--- src/rtl/cdb_arbiter_pkg.sv ---
// Shared CDB types: the {rob_ix, value} entry broadcast to the ROB and
// reservation stations, plus widths used by rob, RS and functional units.
package cdb_arbiter_pkg;

    localparam int CDB_ROB_IX_WIDTH = 3;
    localparam int CDB_DATA_WIDTH   = 32;
    localparam int CDB_NUM_FU       = 4;
    localparam int CDB_BUF_DEPTH    = 2;

    typedef logic [CDB_ROB_IX_WIDTH-1:0] rob_ix_t;
    typedef logic [CDB_DATA_WIDTH-1:0]   cdb_data_t;

    typedef struct packed {
        rob_ix_t   rob_ix;
        cdb_data_t value;
    } cdb_entry_t;

endpackage

--- src/rtl/cdb_arbiter_if.sv ---
// FU-side result channels and the CDB broadcast port of the arbiter.
interface cdb_arbiter_if
    import cdb_arbiter_pkg::*;
#(
    parameter int NUM_FU = CDB_NUM_FU
);
    localparam int SW = (NUM_FU > 1) ? $clog2(NUM_FU) : 1;

    logic                           flush;
    logic [NUM_FU-1:0]              fu_valid;
    logic [NUM_FU-1:0][CDB_DATA_WIDTH-1:0]   fu_value;
    logic [NUM_FU-1:0][CDB_ROB_IX_WIDTH-1:0] fu_rob_ix;
    logic [NUM_FU-1:0]              fu_ready;
    logic                           cdb_valid;
    cdb_data_t                      cdb_value;
    rob_ix_t                        cdb_rob_ix;
    logic [SW-1:0]                  cdb_src;

    modport master (
        output flush, fu_valid, fu_value, fu_rob_ix,
        input  fu_ready, cdb_valid, cdb_value, cdb_rob_ix, cdb_src
    );

    modport slave (
        input  flush, fu_valid, fu_value, fu_rob_ix,
        output fu_ready, cdb_valid, cdb_value, cdb_rob_ix, cdb_src
    );

endinterface

--- src/rtl/cdb_arbiter_channel_fifo.sv ---
// Per-channel result FIFO; the arbiter only pushes when count != DEPTH.
module cdb_arbiter_channel_fifo
    import cdb_arbiter_pkg::*;
#(
    parameter int DEPTH = CDB_BUF_DEPTH
)(
    input  logic                     clk,
    input  logic                     rst,
    input  logic                     flush,
    input  logic                     push,
    input  logic                     pop,
    input  cdb_entry_t               din,
    output cdb_entry_t               head,
    output logic [$clog2(DEPTH):0]   count,
    output logic                     empty
);
    localparam int PW = $clog2(DEPTH);
    localparam int CW = PW + 1;

    cdb_entry_t    mem [DEPTH];
    logic [PW-1:0] wr_ptr;
    logic [PW-1:0] rd_ptr;

    always_ff @(posedge clk) begin
        if (push && !flush) begin
            mem[wr_ptr] <= din;
        end
    end

    always_ff @(posedge clk or posedge rst) begin
        if (rst) begin
            wr_ptr <= '0;
            rd_ptr <= '0;
            count  <= '0;
        end else if (flush) begin
            wr_ptr <= '0;
            rd_ptr <= '0;
            count  <= '0;
        end else begin
            if (push) wr_ptr <= wr_ptr + 1'b1;
            if (pop)  rd_ptr <= rd_ptr + 1'b1;
            count <= count + CW'(push) - CW'(pop);
        end
    end

    assign head  = mem[rd_ptr];
    assign empty = (count == '0);

endmodule

--- src/rtl/cdb_arbiter.sv ---
// Round-robin common-data-bus arbiter: per-FU FIFOs, one broadcast per cycle.
module cdb_arbiter
    import cdb_arbiter_pkg::*;
#(
    parameter int NUM_FU    = CDB_NUM_FU,
    parameter int BUF_DEPTH = CDB_BUF_DEPTH
)(
    input  logic          clk,
    input  logic          rst,
    cdb_arbiter_if.slave  bus
);
    localparam int SW = (NUM_FU > 1) ? $clog2(NUM_FU) : 1;
    localparam int CW = $clog2(BUF_DEPTH) + 1;

    cdb_entry_t        head  [NUM_FU];
    logic [CW-1:0]     count [NUM_FU];
    logic [NUM_FU-1:0] push;
    logic [NUM_FU-1:0] pop;
    logic [NUM_FU-1:0] empty;
    logic              found;
    logic [SW-1:0]     win;
    logic [SW-1:0]     rr_ptr;
    logic              cdb_valid;
    cdb_data_t         cdb_value;
    rob_ix_t           cdb_rob_ix;
    logic [SW-1:0]     cdb_src;

    for (genvar i = 0; i < NUM_FU; i++) begin : g_ch
        cdb_entry_t din;
        // Ready looks only at the registered count: no push-through-pop.
        assign bus.fu_ready[i] = (count[i] != CW'(BUF_DEPTH));
        assign push[i] = bus.fu_valid[i] & bus.fu_ready[i];
        assign pop[i]  = found & (win == SW'(i)) & ~bus.flush;
        assign din     = '{rob_ix: bus.fu_rob_ix[i],
                           value:  bus.fu_value[i]};

        cdb_arbiter_channel_fifo #(
            .DEPTH (BUF_DEPTH)
        ) u_fifo (
            .clk   (clk),
            .rst   (rst),
            .flush (bus.flush),
            .push  (push[i]),
            .pop   (pop[i]),
            .din   (din),
            .head  (head[i]),
            .count (count[i]),
            .empty (empty[i])
        );
    end

    always_comb begin
        int idx;
        found = 1'b0;
        win   = '0;
        idx   = 0;
        for (int k = 0; k < NUM_FU; k++) begin
            idx = int'(rr_ptr) + k;
            if (idx >= NUM_FU) idx = idx - NUM_FU;
            if (!found && !empty[idx]) begin
                found = 1'b1;
                win   = SW'(idx);
            end
        end
    end

    always_ff @(posedge clk or posedge rst) begin
        if (rst) begin
            cdb_valid  <= 1'b0;
            cdb_value  <= '0;
            cdb_rob_ix <= '0;
            cdb_src    <= '0;
            rr_ptr     <= '0;
        end else if (bus.flush) begin
            cdb_valid  <= 1'b0;
            rr_ptr     <= '0;
        end else if (found) begin
            cdb_valid  <= 1'b1;
            cdb_value  <= head[win].value;
            cdb_rob_ix <= head[win].rob_ix;
            cdb_src    <= win;
            rr_ptr     <= (win == SW'(NUM_FU - 1)) ? '0 : win + 1'b1;
        end else begin
            cdb_valid  <= 1'b0;
        end
    end

    assign bus.cdb_valid  = cdb_valid;
    assign bus.cdb_value  = cdb_value;
    assign bus.cdb_rob_ix = cdb_rob_ix;
    assign bus.cdb_src    = cdb_src;

endmodule

--- src/flat_wrapper.sv ---
// flat-port wrapper written by rule: the top's interface ports become plain ports
module cdb_arbiter_flat import cdb_arbiter_pkg::*;
#(
    parameter int NUM_FU    = CDB_NUM_FU,
    parameter int BUF_DEPTH = CDB_BUF_DEPTH
)
  (clk, rst, bus_flush, bus_fu_valid, bus_fu_value, bus_fu_rob_ix, bus_fu_ready, bus_cdb_valid, bus_cdb_value, bus_cdb_rob_ix, bus_cdb_src);
  cdb_arbiter_if #(.NUM_FU(NUM_FU)) bus_i ();
  input  logic clk;
  input  logic rst;
  input wire logic [$bits(bus_i.flush)-1:0] bus_flush;
  input wire logic [$bits(bus_i.fu_valid)-1:0] bus_fu_valid;
  input wire logic [$bits(bus_i.fu_value)-1:0] bus_fu_value;
  input wire logic [$bits(bus_i.fu_rob_ix)-1:0] bus_fu_rob_ix;
  output wire logic [$bits(bus_i.fu_ready)-1:0] bus_fu_ready;
  output wire logic [$bits(bus_i.cdb_valid)-1:0] bus_cdb_valid;
  output wire logic [$bits(bus_i.cdb_value)-1:0] bus_cdb_value;
  output wire logic [$bits(bus_i.cdb_rob_ix)-1:0] bus_cdb_rob_ix;
  output wire logic [$bits(bus_i.cdb_src)-1:0] bus_cdb_src;
  assign bus_i.flush = bus_flush;
  assign bus_i.fu_valid = bus_fu_valid;
  assign bus_i.fu_value = bus_fu_value;
  assign bus_i.fu_rob_ix = bus_fu_rob_ix;
  assign bus_fu_ready = bus_i.fu_ready;
  assign bus_cdb_valid = bus_i.cdb_valid;
  assign bus_cdb_value = bus_i.cdb_value;
  assign bus_cdb_rob_ix = bus_i.cdb_rob_ix;
  assign bus_cdb_src = bus_i.cdb_src;
  cdb_arbiter #(.NUM_FU(NUM_FU), .BUF_DEPTH(BUF_DEPTH)) u_core (.clk(clk), .rst(rst), .bus(bus_i));
endmodule
--- config.mk ---
export PLATFORM = sky130hd
export DESIGN_NAME = cdb_arbiter_flat
export DESIGN_NICKNAME = d
export VERILOG_FILES = /design/src/rtl/cdb_arbiter_pkg.sv /design/src/rtl/cdb_arbiter_if.sv /design/src/rtl/cdb_arbiter_channel_fifo.sv /design/src/rtl/cdb_arbiter.sv /design/src/flat_wrapper.sv
export SDC_FILE = /design/constraint.sdc
export NUM_CORES = 1
export LEC_CHECK = 0
export ABC_CLOCK_PERIOD_IN_PS = 11600
export CORE_MARGIN = 1.5
export CORE_UTILIZATION = 59
export DETAILED_ROUTE_END_ITERATION = 8
export PLACE_DENSITY = 0.85
export SYNTH_ARGS = -nofsm -noshare
export SYNTH_HDL_FRONTEND = slang
export SYNTH_SLANG_ARGS = --single-unit
--- constraint.sdc ---
create_clock -name clk -period 11.6 [get_ports clk]
set_input_delay 1.16 -clock clk [delete_from_list [all_inputs] [get_ports clk]]
set_output_delay 1.16 -clock clk [all_outputs]
set_load 0.005 [all_outputs]
==> metrics <==
run status=complete, no violations; CTS tree=yes; DR vias/cell=5.72; WHS=0.501 ns; clk root buf=clkbuf_16; Max Cap Viol=0; metal2 WL=15400 µm; layout cells sized above 1=0.198; skew final=0.0179 ns; Post-CTS Resized=0; overall power=4.23 mW; die area=24600 µm²; drt pass-1 iters=5; most frequent cells in the layout=edfxtp_1, clkdlybuf4s50_1, mux2i_1, dfrtp_1, o211ai_2; Routed WL per cell=21.8 µm; pin count of the biggest net entering global routing=73; post-layout net count=1196; CP Capture Type=register; hold depth=2; Fill cells=1384; Synth Area in XOR/XNOR=0.00877; vias in the first global route=8086; highest routed layer=met4; Post-Syn Area=14000 µm²; Cell Pwr Density=244 nW/µm²; Initial Utilization=0.599; CTS Sinks=336; FF-to-FF path depth=13; syn_area_per_cell=16.4 µm²; final setup fails=0; initial antenna violation count=1; worst slew pin tran=1.21 ns; sequential cell area=9810 µm²; WL met1=12300 µm; clk slew on worst S/H paths=0.06 ns; Worst Hold Class=register to register; met3 wire len=1560 µm; RSZ-0062 raised after global routing=false; clk_lat worst skew=0.52 ns; Multi-input gate area=3870 µm²; flops & latches, synth=336; fin. max-slew vios=0; via count=7912; Area Growth Syn to Fin=23.9%; post-route ant nets=0; Area contributors post-synth=edfxtp_1, dfrtp_1, mux2i_1; top-area cell type share of the netlist area=0.601; Leak Pwr=6.04 nW; register area share after synthesis=0.701; largest family of logic cells by synthesized area=multiplexers; # H-tree levels=2; Core ar.=23300 µm²; Setup TNS=0 ns; hold buffer count at cts=0; DRT iter0 DRCs=516; setup ws final=7.67 ns; yosys warns=0; Residual DRC=0; post-CTS setup repair buffer count=0; clock period minus worst slack=3.93 ns; Diodes inserted=0; maximum VDD drop=0.165 mV; Final Hold Fails=0; Critical Path Fanout Max=72; adder-cell area share of the yosys netlist=0.00895; count of different cell masters after synthesis=40; Post-Synthesis Cells=852; grt total ovfl=0; EDFF count, synth=280; row count=56; max frequency=0.255 GHz; ys flop type=edfxtp_1; post-synthesis mux area share=0.114; Mapped Nets=1009; Post-synth ARST share=0.167; boundary pin count=189; cell taking the most area after synthesis=edfxtp_1; detailed placer's ending HPWL=19600 µm; Die Y=157 µm; Worst EP required=11.99 ns; critical path class=register to register; global-route wire length before repair=45200 µm; Num CTS Buffers=35; port bufs=188; Final period util=0.339; pre-CTS setup slack=7.58 ns; Routability Congestion=0.864; CP Data Arrival Time=4.32 ns; Synth Area in Compound Gates=0.0954; die width=157 µm; CTS Buffer Depth=3; gr usage total=0.250; Rel. slew slack=0.193; drt total wl=30200 µm; CP startpoint kind=register; Simple-Gate Fraction of Synth Area=0.0461; most common cell after layout, fill and taps aside=edfxtp_1
final timing paths:
path	start	end	slack (ns)
min reg2reg	u_core.bus.cdb_value[24]	u_core.bus.cdb_value[24]	0.50
max	u_core.g_ch[0].u_fifo.count[1]	u_core.g_ch[3].u_fifo.count[1]	7.67
max in group asynchronous	rst	u_core.g_ch[2].u_fifo.rd_ptr	9.88
min	u_core.bus.cdb_value[24]	u_core.bus.cdb_value[24]	0.50
max reg2reg	u_core.g_ch[0].u_fifo.count[1]	u_core.g_ch[3].u_fifo.count[1]	7.67
min in group asynchronous	rst	u_core.bus.cdb_value[25]	1.18
per-layer routing:
layer | vias to the layer above | GRT usage
li1 | 3640 | -
met1 | 3942 | 0.317
met2 | 274 | 0.432
met3 | 56 | 0.0388
met4 | 0 | 0.0984
met5 | - | 0
through the flow:
stage	std cells	cell area, µm²	util
after floorplan	852	14000	-
after global placement	1321	16100	0.692
after detailed placement	1321	16100	0.692
after CTS	1384	17300	0.743
after global routing	1384	17300	0.743
final	1384	17300	0.743
state kept, by name, indices dropped and copies added (netlist names):
register	count
u_core.bus.cdb_valid	1
u_core.bus.cdb_value	32
u_core.g_ch.u_fifo.count	8
u_core.bus.cdb_src	2
u_core.g_ch.u_fifo.wr_ptr	4
u_core.g_ch.u_fifo.mem	280
u_core.rr_ptr	2
u_core.bus.cdb_rob_ix	3
u_core.g_ch.u_fifo.rd_ptr	4
worst max-delay path: stages, from the launching register on:
cell and delay [ns]:
dfrtp_1 0.42, nor2_1 0.33, o221a_2 0.72, o22ai_4 0.29
inv_6 0.68, ha_1 0.27, inv_1 0.07, nor2_1 0.10
ha_1 0.26, inv_1 0.06, ha_1 0.15, xor2_1 0.20
xnor2_1 0.15, nor2_1 0.06
cell usage after synthesis (9+ instances only):
cell	count
edfxtp_1	280
mux2i_1	70
dfrtp_1	56
o211ai_2	52
nand2_1	50
mux2_2	42
nor2b_1	39
a211oi_1	36
o21ai_0	36
clkbuf_1	34
mux2_4	28
inv_1	18
o211ai_1	18
nor2_1	16
ha_1	10
xor2_1	9
kinds of logic after synthesis:
logic type	after synthesis
flops	336
fa+ha+maj	10
simple gates	128
compound gates	154
buf+inv	70
mux	140
xor+xnor	14
area by class of cell:
class | count | area share
tap | 319 | 0.0230
clock buffer | 54 | 0.0617
clock inverter | 9 | 0.00700
multi-input combinational | 446 | 0.224
inverter | 19 | 0.00440
timing repair buffer | 201 | 0.114
sequential | 336 | 0.566
report_power, final:
part	internal (mW)	switching [mW]	total, mW
registers	1.49	0.135	1.63
logic	0.665	0.796	1.46
clock network	0.702	0.440	1.14
No activity file was read; power rests on OpenSTA's default activity.
==> variant 1, RTL diff (same settings) <==
Change the package constant `CDB_ROB_IX_WIDTH` from 3 to 4.
--- a/src/rtl/cdb_arbiter_pkg.sv
+++ b/src/rtl/cdb_arbiter_pkg.sv
@@ -2,7 +2,7 @@
 // reservation stations, plus widths used by rob, RS and functional units.
 package cdb_arbiter_pkg;
 
-    localparam int CDB_ROB_IX_WIDTH = 3;
+    localparam int CDB_ROB_IX_WIDTH = 4;
     localparam int CDB_DATA_WIDTH   = 32;
     localparam int CDB_NUM_FU       = 4;
     localparam int CDB_BUF_DEPTH    = 2;
Interface: changed (resized bus_cdb_rob_ix and bus_fu_rob_ix); port bits go from 189 to 194. No check against the original RTL was run, so the function may have changed too.
==> variant 1 against the unedited design <==
  * Worst setup slack better by 0.16 ns
  * Sequential cell count is 9 higher
  * Routed wire length rose by 5.8%
  * Fmax grew 4.1%
  * Global-route usage grew 1.5 points
  * Via count up 5.2%
  * Final area decreased by 0.33%
  * Power fell by 1.4%
  * Area after synthesis fell by 0.61%
  * Critical endpoint is now u_core.bus.cdb_rob_ix[0]
==> variant 1: results <==
[power]
irDropWorstVdd_mv = 0.175
p_leak_nw = 5.97
power_switching_mw = 1.43
pwr-share-comb = 0.338

[synth]
synth_commonest_cells = "edfxtp_1 (288), o21ai_0 (104), mux2_2 (72), mux2i_1 (72), dfrtp_1 (57)"
synth-edff-count = 288
ys_async_sr_fraction = 0.165
synth_cell_types = 34
synth.net_count = 1033

[clocking]
clkLatencyLatePin_ns = 0.50
cts_buffers = 36

[outcome]
status = "finished clean"

[route]
wirelength_um = 31900
dr_wl_met2_um = 16200
routed-wl-met3_um = 1950
wl_met1_um = 12500
drtIter0Drc = 693

[grt]
grt_pass1_wl_um = 47600
antenna_found_initial = 0
grt_pass1_vias = 8625
grt_usage = 0.264

[sta]
whs_ns = 0.503

[critical_path]
rr_worst_depth = 5
critPathArrivalTime_ns = 4.10
r2r-end = "u_core.bus.cdb_rob_ix[0]"
regToRegSetupSlack_ns = 7.83
slowest_delay_ns = 0.95

[cells_and_area]
drive_gt1_frac = 0.160
nets = 1229
largestRegisters = "u_core.g_ch.u_fifo.mem x288, u_core.bus.cdb_value x32, u_core.g_ch.u_fifo.count x8"

[placed_design]
dp.cells = 1343
## variant 1: cell types whose count changed after synthesis, sizes merged, moves of 5 or more
| cell | unedited run | this run |
|---|---|---|
| o21ai | 36 | 109 |
| nor2b | 39 | 4 |
| and3 | 1 | 7 |
| nor3b | 5 | 0 |
| clkbuf | 34 | 39 |
| a211oi | 36 | 2 |
| edfxtp | 280 | 288 |
## variant 1: final cells by class
| cell class | instances | area share |
|---|---|---|
| clock buffers | 48 | 0.0571 |
| multi-input cells | 454 | 0.205 |
| clock inverters | 15 | 0.00818 |
| repair buffers | 211 | 0.120 |
| inverters | 20 | 0.00435 |
| well taps | 313 | 0.0227 |
| flip-flops and latches | 345 | 0.583 |
## variant 1: metrics by stage
step,utilization,setup WS [ns],instance area [µm²]
6_report,0.756,7.83,17300
5_1_grt,0.756,7.52,17300
4_1_cts,0.756,7.80,17300
3_5_place_dp,0.707,7.36,16100
3_3_place_gp,0.707,7.50,16100
2_1_floorplan,-,7.24,13900
## variant 1: cell families after synthesis
group | after synthesis | synth area share
AOI/OAI and AO/OA | 198 | 0.0963
xor gates and xnor gates | 14 | 0.00882
adders and majority gates | 10 | 0.00900
buffers and inverters | 73 | 0.0237
DFF | 345 | 0.725
muxes | 144 | 0.110
and+or+nand+nor | 88 | 0.0273
## variant 1: worst max-delay path, delay by kind of cell, from the launching register on
| family | cells | cell delay, ns |
|---|---|---|
| simple gates | 2 | 1.82 |
| buf+inv | 1 | 0.14 |
| flops | 1 | 0.43 |
| compound gates | 2 | 1.18 |
## variant 1: metal layers
layer	global-route usage	vias up
li1	-	3732
met1	0.340	4142
met2	0.448	374
met3	0.0440	77
met4	0.114	0
met5	0	-
==> variant 2, RTL diff (config.mk and constraints unchanged) <==
Made on the original files. Reset style: synchronous (`rst`), changed in 2 clocked blocks.
--- a/src/rtl/cdb_arbiter_channel_fifo.sv
+++ b/src/rtl/cdb_arbiter_channel_fifo.sv
@@ -27,7 +27,7 @@
         end
     end
 
-    always_ff @(posedge clk or posedge rst) begin
+    always_ff @(posedge clk) begin
         if (rst) begin
             wr_ptr <= '0;
             rd_ptr <= '0;
--- a/src/rtl/cdb_arbiter.sv
+++ b/src/rtl/cdb_arbiter.sv
@@ -64,7 +64,7 @@
         end
     end
 
-    always_ff @(posedge clk or posedge rst) begin
+    always_ff @(posedge clk) begin
         if (rst) begin
             cdb_valid  <= 1'b0;
             cdb_value  <= '0;
Formal check against the unedited RTL: differs if rst is asserted again (counterexample within 4 cycles, from zero or initial values and one cycle with rst high); with rst held inactive, the same outputs for 4 cycles.
==> variant 2 against the unedited design <==
  * Worst setup slack worse by 0.15 ns
  * Critical path depth is 3 lower
  * Via count is 6.4% lower
  * Cell count is 7.2% lower
  * Routed wire length is 2.7% lower
  * Area after synthesis is 2.1% lower
  * Final area is 1.9% lower
  * Register-to-register slack better by 0.35 ns
  * Sequential cell count is 4 higher
Power is not compared: it rests on default switching activity, and its combinational part moved more than twofold at a synthesized area within 25%.
==> variant 2: results <==
[synth]
seq_area_frac_synth = 0.702
muxShareOfSynthArea = 0.169
ys_async_sr_fraction = 0
synth.area.top_cells = "edfxtp_1 (61%), mux2i_1 (10%), dfxtp_1 (8.8%)"
yosys.area_share.xor_xnor = 0.00832
synth.net_count = 935
synthAdderAreaFrac = 0.00823
synth_cell_types = 41
synth_compound_area_frac = 0.0686

[route]
drtIter0Drc = 429
num_vias = 7408
wirelength_um = 29400

[cells_and_area]
final_area_um2 = 17000
nets = 1130
filler_cell_count = 1368
drive_gt1_frac = 0.183

[placed_design]
placed_area_um2 = 15800
pre_cts_slack_ns = 7.00
place_hpwl_um = 18900

[grt]
grt_pass1_wl_um = 43600
grt_pass1_vias = 7634
grt_usage = 0.244
grt_max_degree = 62

[outcome]
status = "finished clean"

[sta]
relSlewSlack = 0.186
skew_ns = 0.0143
period_share = 0.352
whs_ns = 0.487

[critical_path]
crit_fanout = 38
crit_slowest_cell = "a41oi_4"
cp-startpoint = "bus_flush"
r2r_start = "u_core.g_ch[2].u_fifo.count[1]"
critPathArrivalTime_ns = 4.46
slowest_delay_ns = 1.04
regToRegSetupSlack_ns = 8.02

[power]
switching_share = 0.257
variant 2: cell types whose count changed after synthesis, moves of 12 or more:
cell / delta
mux2i_1: +71
clkbuf_1: -17
o21ai_0: -32
o211ai_2: -52
o211ai_1: -18
o21bai_1: +36
a221oi_2: +35
dfrtp_1: -56
nor2b_1: -39
a211oi_1: -36
nand2_1: -40
mux2_2: -12
dfxtp_1: +60
variant 2: final cells by class:
| cell class | instances | area share |
|---|---|---|
| diodes | 2 | 0.000294 |
| well taps | 285 | 0.0210 |
| clock inverters | 12 | 0.00810 |
| multi-input cells | 384 | 0.226 |
| flip-flops and latches | 340 | 0.565 |
| inverters | 13 | 0.00287 |
| repair buffers | 200 | 0.116 |
| clock buffers | 49 | 0.0601 |
variant 2: path summary, 6_finish.rpt:
path,end,depth (start not counted)
setup reg to reg,u_core.bus.cdb_value[1],6
hold / removal,u_core.bus.cdb_src[0],2
hold reg to reg,u_core.bus.cdb_src[0],2
setup / recovery,u_core.g_ch[1].u_fifo.count[1],10
variant 2: per-stage QoR:
stage                     instances  power (mW)
after floorplan                 779        1.92
after CTS                      1283        3.29
after detailed placement       1222        2.17
final                          1285        3.27
after global placement         1222        2.16
after global routing           1285        3.38
variant 2: worst register-to-register path: cells and delay by family, from the launching register on:
kind                   cells  cell delay (ns)
buffers and inverters      1             0.91
AO/OA/AOI/OAI              2             0.42
AND/OR/NAND/NOR            2             1.28
multiplexers               1             0.54
flip-flops                 1             0.34
variant 2: per-layer routing:
metal	up-vias	part of all wire	GRT usage	wire length (µm)
met3	61	0.060	0.0435	1770
li1	3419	-	-	-
met5	-	0	0	0
met2	258	0.48	0.392	14100
met1	3670	0.43	0.337	12500
met4	0	0.033	0.0902	956
